### config.mk
export PLATFORM = sky130hd
export DESIGN_NAME = pin_gather
export DESIGN_NICKNAME = d
export VERILOG_FILES = /design/src/rtl/pin_pkg.sv /design/src/rtl/pin_sync.sv /design/src/rtl/pin_gather.sv
export SDC_FILE = /design/constraint.sdc
export NUM_CORES = 1
export LEC_CHECK = 0
export CORE_MARGIN = 2
export CORE_UTILIZATION = 59
export DETAILED_ROUTE_END_ITERATION = 6
export PLACE_DENSITY = 0.83
export SLEW_MARGIN = 20
export SYNTH_ARGS = -nofsm -noshare
export SYNTH_HDL_FRONTEND = slang
export SYNTH_HIERARCHICAL = 1
export SYNTH_SLANG_ARGS = --single-unit
### constraint.sdc
create_clock -name clk -period 2.8 [get_ports clk]
set_clock_uncertainty 0.05 [all_clocks]
set_input_delay 0.84 -clock clk [delete_from_list [all_inputs] [get_ports clk]]
set_output_delay 0.84 -clock clk [all_outputs]
set_load 0.1 [all_outputs]
### src/rtl/pin_pkg.sv
`default_nettype none
// ============================================================================
//  Module      : pin_pkg
//  Description : Shared types and helpers for the GPIO pin gather/decompress
//                paths.
//  Revision    : 1.0 - initial release
// ============================================================================
package pin_pkg;

    typedef enum logic [1:0] {
        IDLE = 2'd0,
        SCAN = 2'd1,
        DONE = 2'd2
    } gather_state_t;

    // Width of a popcount over 'width' bits (must represent 0..width).
    function automatic int cnt_width(input int width);
        return $clog2(width + 1);
    endfunction

endpackage : pin_pkg
`default_nettype wire

### src/rtl/pin_sync.sv
`default_nettype none
// ============================================================================
//  Module      : pin_sync
//  Description : WIDTH-bit multi-stage synchronizer for asynchronous pins.
//  Revision    : 1.0 - initial release
// ============================================================================
module pin_sync #(
    parameter int WIDTH       = 16,
    parameter int SYNC_STAGES = 2
) (
    input  logic             clk,
    input  logic             rst_n,
    input  logic [WIDTH-1:0] i_pins,
    output logic [WIDTH-1:0] o_pins
);

    logic [WIDTH-1:0] r_stage [SYNC_STAGES];

    always_ff @(posedge clk or negedge rst_n) begin
        if (!rst_n) begin
            for (int k = 0; k < SYNC_STAGES; k++) begin
                r_stage[k] <= '0;
            end
        end else begin
            r_stage[0] <= i_pins;
            for (int k = 1; k < SYNC_STAGES; k++) begin
                r_stage[k] <= r_stage[k-1];
            end
        end
    end

    assign o_pins = r_stage[SYNC_STAGES-1];

endmodule : pin_sync
`default_nettype wire

### src/rtl/pin_gather.sv
`default_nettype none
// ============================================================================
//  Module      : pin_gather
//  Description : Sequential bit-gather engine: packs mask-selected pins into
//                the low bits of a result word, one bit position per cycle.
//  Revision    : 1.0 - initial release
// ============================================================================
module pin_gather
    import pin_pkg::*;
#(
    parameter int WIDTH       = 16,
    parameter int SYNC_STAGES = 2
) (
    input  logic                         clk,
    input  logic                         rst_n,
    input  logic [WIDTH-1:0]             pins_in,
    input  logic [WIDTH-1:0]             mask,
    input  logic                         start,
    output logic                         busy,
    output logic                         done,
    output logic [WIDTH-1:0]             result,
    output logic [$clog2(WIDTH+1)-1:0]   count
);

    localparam int CW = cnt_width(WIDTH);

    gather_state_t      r_state;
    gather_state_t      w_state_nxt;

    logic [WIDTH-1:0]   w_sync;
    logic [WIDTH-1:0]   r_snap_sr;
    logic [WIDTH-1:0]   r_mask_sr;
    logic [WIDTH-1:0]   r_acc;
    logic [CW-1:0]      r_idx;
    logic [WIDTH-1:0]   r_result;
    logic [CW-1:0]      r_count;

    logic               w_take;
    logic               w_accept;
    logic               w_last;
    logic [WIDTH-1:0]   w_mask_shift;
    logic [WIDTH-1:0]   w_acc_nxt;
    logic [CW-1:0]      w_idx_nxt;

    pin_sync #(
        .WIDTH       (WIDTH),
        .SYNC_STAGES (SYNC_STAGES)
    ) u_sync (
        .clk    (clk),
        .rst_n  (rst_n),
        .i_pins (pins_in),
        .o_pins (w_sync)
    );

    assign w_take       = r_mask_sr[0];
    assign w_accept     = (r_state == IDLE) && start;
    assign w_mask_shift = r_mask_sr >> 1;
    assign w_last       = (w_mask_shift == '0);
    assign w_idx_nxt    = r_idx + {{(CW-1){1'b0}}, w_take};

    // Index compare instead of a variable bit-select keeps the write in range.
    always_comb begin
        w_acc_nxt = r_acc;
        for (int k = 0; k < WIDTH; k++) begin
            if (w_take && (r_idx == CW'(k))) begin
                w_acc_nxt[k] = r_snap_sr[0];
            end
        end
    end

    always_comb begin
        w_state_nxt = r_state;
        case (r_state)
            IDLE:    if (start)  w_state_nxt = SCAN;
            SCAN:    if (w_last) w_state_nxt = DONE;
            DONE:    w_state_nxt = IDLE;
            default: w_state_nxt = IDLE;
        endcase
    end

    always_ff @(posedge clk or negedge rst_n) begin
        if (!rst_n) begin
            r_state <= IDLE;
        end else begin
            r_state <= w_state_nxt;
        end
    end

    always_ff @(posedge clk or negedge rst_n) begin
        if (!rst_n) begin
            r_snap_sr <= '0;
            r_mask_sr <= '0;
            r_acc     <= '0;
            r_idx     <= '0;
            r_result  <= '0;
            r_count   <= '0;
        end else if (w_accept) begin
            r_snap_sr <= w_sync;
            r_mask_sr <= mask;
            r_acc     <= '0;
            r_idx     <= '0;
        end else if (r_state == SCAN) begin
            r_acc     <= w_acc_nxt;
            r_idx     <= w_idx_nxt;
            r_mask_sr <= w_mask_shift;
            r_snap_sr <= r_snap_sr >> 1;
            if (w_last) begin
                r_result <= w_acc_nxt;
                r_count  <= w_idx_nxt;
            end
        end
    end

    assign busy   = (r_state != IDLE);
    assign done   = (r_state == DONE);
    assign result = r_result;
    assign count  = r_count;

endmodule : pin_gather
`default_nettype wire

==> flow_metrics.py <==
metrics = {
    "run_status": {
        "status": "complete, no violations",
    },
    "clock_tree": {
        "num_cts_buffers": 9,
        "htreeDepth": 3,
        "ctsLongestPathBuffers": 2,
        "tritoncts": "built",
        "cts.reportedPaths.clkPinSlew_ps": 100,
        "cts.sink_count": 108,
        "worstSkewPairLatency_ps": 370,
        "cts_setup_buffers": 0,
        "cts_resized": 0,
        "cts-root-buf": "clkbuf_8",
        "ctsHoldBuffers": 0,
    },
    "sta": {
        "max_clock_freq_ghz": 0.433,
        "grt_setup_unrepaired": "false",
        "finalSetupViolations": 0,
        "maxSlewHeadroom_pct": 52.4,
        "final_max_slew_viol_count": 0,
        "post-route-min-period_ps": 2310,
        "setup_total_negative_slack_ps": 0,
        "transition_time_of_the_tightest_slew_check_pin_ps": 713,
        "final_min_period_over_clock_period_pct": 82.5,
        "fin_hold_ws_ps": 307,
        "hold_viol": 0,
        "postLayoutSetupSlackWorst_ps": 489,
    },
    "global_routing": {
        "grt_first_pass_wirelength_mm": 13.8,
        "antenna_found_initial": 0,
        "maximum_number_of_pins_on_one_net_before_global_route_repair": 47,
        "grt.overflow.total": 0,
        "via_count_of_the_first_global_routing_pass": 2936,
        "grt.total_usage_pct": 20.9,
    },
    "worst_hold_path": {
        "min_from": "u_sync/r_stage[17]",
        "hp-class": "reg -> reg",
    },
    "synthesis": {
        "post_syn_instances": 393,
        "synth.net_count": 430,
        "seq_area_frac_synth_pct": 60.2,
        "synth-seq-cells": 108,
        "post_synthesis_instance_area_um2": 4490,
        "ys_types": 34,
        "post_syn_area_per_cell_um2": 11.4,
        "yosysWarnings": 6,
    },
    "final_layout": {
        "syn2layout_area_growth_pct": 14.3,
        "final_cell_mix": "108 x dfrtp_1, 84 x nand2_1, 33 x clkdlybuf4s50_1",
        "fin_nets": 462,
        "num_antenna_cells": 0,
        "mostFrequentLayoutCell": "dfrtp_1",
        "final_layout_size_suffix_gt1_share_pct": 21.4,
        "final-instance-count-excl-fill": 528,
        "fraction_of_the_core_area_covered_by_cells_at_the_end_of_the_flow_pct": 70.4,
    },
    "drt": {
        "via_per_inst": 5.54,
        "wl_mm": 8.00,
        "drt.antenna.violating_nets": 0,
        "detail_route.iter0.violations": 158,
        "routed_wire_length_per_instance_um": 15.1,
        "dr_total_vias": 2926,
        "dr.pass1.iters": 4,
        "drc": 0,
    },
    "worst_setup_path": {
        "critical_path.startpoint_type": "input port",
        "worst_ep_arrival_time_ps": 2570,
        "worst-setup-path-type": "in -> reg",
        "crit_path_cell_trace": "clkdlybuf4s50_1 -> nor3b_2 -> nor2_2 -> buf_4 -> nand2_1 -> nand2_1",
        "cpPeakStageDelay_ps": 550,
        "critPathSlowestCell": "nor2_2",
        "required_arrival_time_at_the_worst_endpoint_ps": 3060,
        "worstSetupStartpoint": "start",
        "worst_setup_path_end_kind": "register",
        "timing.critical_path.mode_cell": "nand2_1",
        "regToRegStartpoint": "r_idx[2]",
        "crit_fanout": 30,
    },
    "placed_design": {
        "detailedPlacementHpwl_mm": 5.21,
        "dp.cells": 513,
        "port_buffers": 57,
        "dp_slack_ps": 105,
        "finalWeightedCongestion": 0.748,
    },
    "die": {
        "top_level_ports": 58,
        "die_area_um2": 8320,
        "die-height_um": 91.2,
        "rows": 31,
        "coreArea_um2": 7290,
        "effective_utilization_at_floorplan_pct": 61.5,
        "die-width_um": 91.2,
    },
    "power_and_ir_drop": {
        "powerDensity_nw_per_um2": 980,
        "max-vdd-ir-drop_v": 0.000573,
        "power.static_leakage_nw": 2.42,
    },
    "flow_run": {
        "maxCapViolations": 0,
    },
}
-- final cells by class --
type | instances | area (µm²)
clock inverters | 6 | 57.6
clock buffers | 9 | 124
fillers | 532 | 2160
multi-input cells | 237 | 1530
flip-flops and latches | 108 | 2700
inverters | 5 | 18.8
repair buffers | 64 | 576
well taps | 99 | 124
-- critical path, delay by kind of cell --
kind,cells,cell delay [ps]
buffers and inverters,2,810
and+or+nand+nor,4,900
-- metrics by stage --
stage | total power, W | area (µm²)
after global placement | 0.00410 | 4950
final | 0.00503 | 5130
after floorplan | 0.00373 | 4490
after global routing | 0.00533 | 5130
after detailed placement | 0.00418 | 4950
after CTS | 0.00506 | 5130
-- cell families (layout without fill, tap and decap cells) --
family / after synthesis / in the layout / synth area share (%)
compound gates: 85 / 85 / 11.5
xor+xnor: 3 / 3 / 0.586
fa+ha+maj: 2 / 2 / 0.557
buf+inv: 48 / 84 / 5.99
flops: 108 / 108 / 60.2
mux: 37 / 37 / 9.79
simple gates: 110 / 110 / 11.3
-- where the power goes --
group          internal (W)  switching, W
sequential          0.00193      0.000321
combinational      0.000622       0.00128
clock              0.000339      0.000539
-- flip-flops by register name (all words and copies together) (netlist names) --
register and flops:
count 5, r_idx 5, result 16, u_sync/o_pins 16, r_snap_sr 16, r_mask_sr 16
r_state 2, r_acc 16, u_sync/r_stage 16
-- cell usage after synthesis --
master	instances	share of area (%)
inv_1	5	0.42
and3_4	1	0.25
and4bb_4	1	0.36
and4bb_1	1	0.28
nand3_2	1	0.22
ha_1	2	0.56
nor3b_1	1	0.17
nor4b_4	1	0.53
mux2_2	31	7.8
nand3_1	4	0.45
dfrtp_1	108	60
xnor2_1	2	0.39
buf_1	2	0.17
xor2_1	1	0.20
o21bai_1	1	0.17
or2_2	1	0.14
buf_4	21	3.5
nand2b_1	1	0.14
clkbuf_1	12	1.0
buf_2	8	0.89
nor2b_1	4	0.56
mux2_4	6	2.0
a21o_1	1	0.17
nor3_1	1	0.11
nor4_1	3	0.42
a22oi_1	30	5.0
nand4_1	1	0.14
nor2_1	4	0.33
a32o_1	1	0.22
a21oi_1	17	1.9
o22ai_1	5	0.70
and4b_1	1	0.22
o21ai_0	30	3.3
nand2_1	84	7.0
-- path summary, 6_finish.rpt --
path / to / slack [ps] / cells after the start
hold reg to reg: u_sync/o_pins[1] / 310 / 0
hold / removal: u_sync/o_pins[1] / 310 / 0
max in group asynchronous: r_snap_sr[2] / 1630 / 2
setup / recovery: r_snap_sr[0] / 490 / 6
setup reg to reg: result[4] / 840 / 4
min in group asynchronous: r_mask_sr[6] / 390 / 1
-- layer usage --
layer | GRT usage, % | vias to the layer above | part of all wire (%) | routed length [µm]
met2 | 34.0 | 72 | 50 | 4010
li1 | - | 1395 | - | -
met3 | 4.81 | 17 | 3.8 | 305
met1 | 27.7 | 1442 | 44 | 3500
met4 | 7.83 | 0 | 2.2 | 178
met5 | 0 | - | 0 | 0
Power figures use the tool's default switching activity.
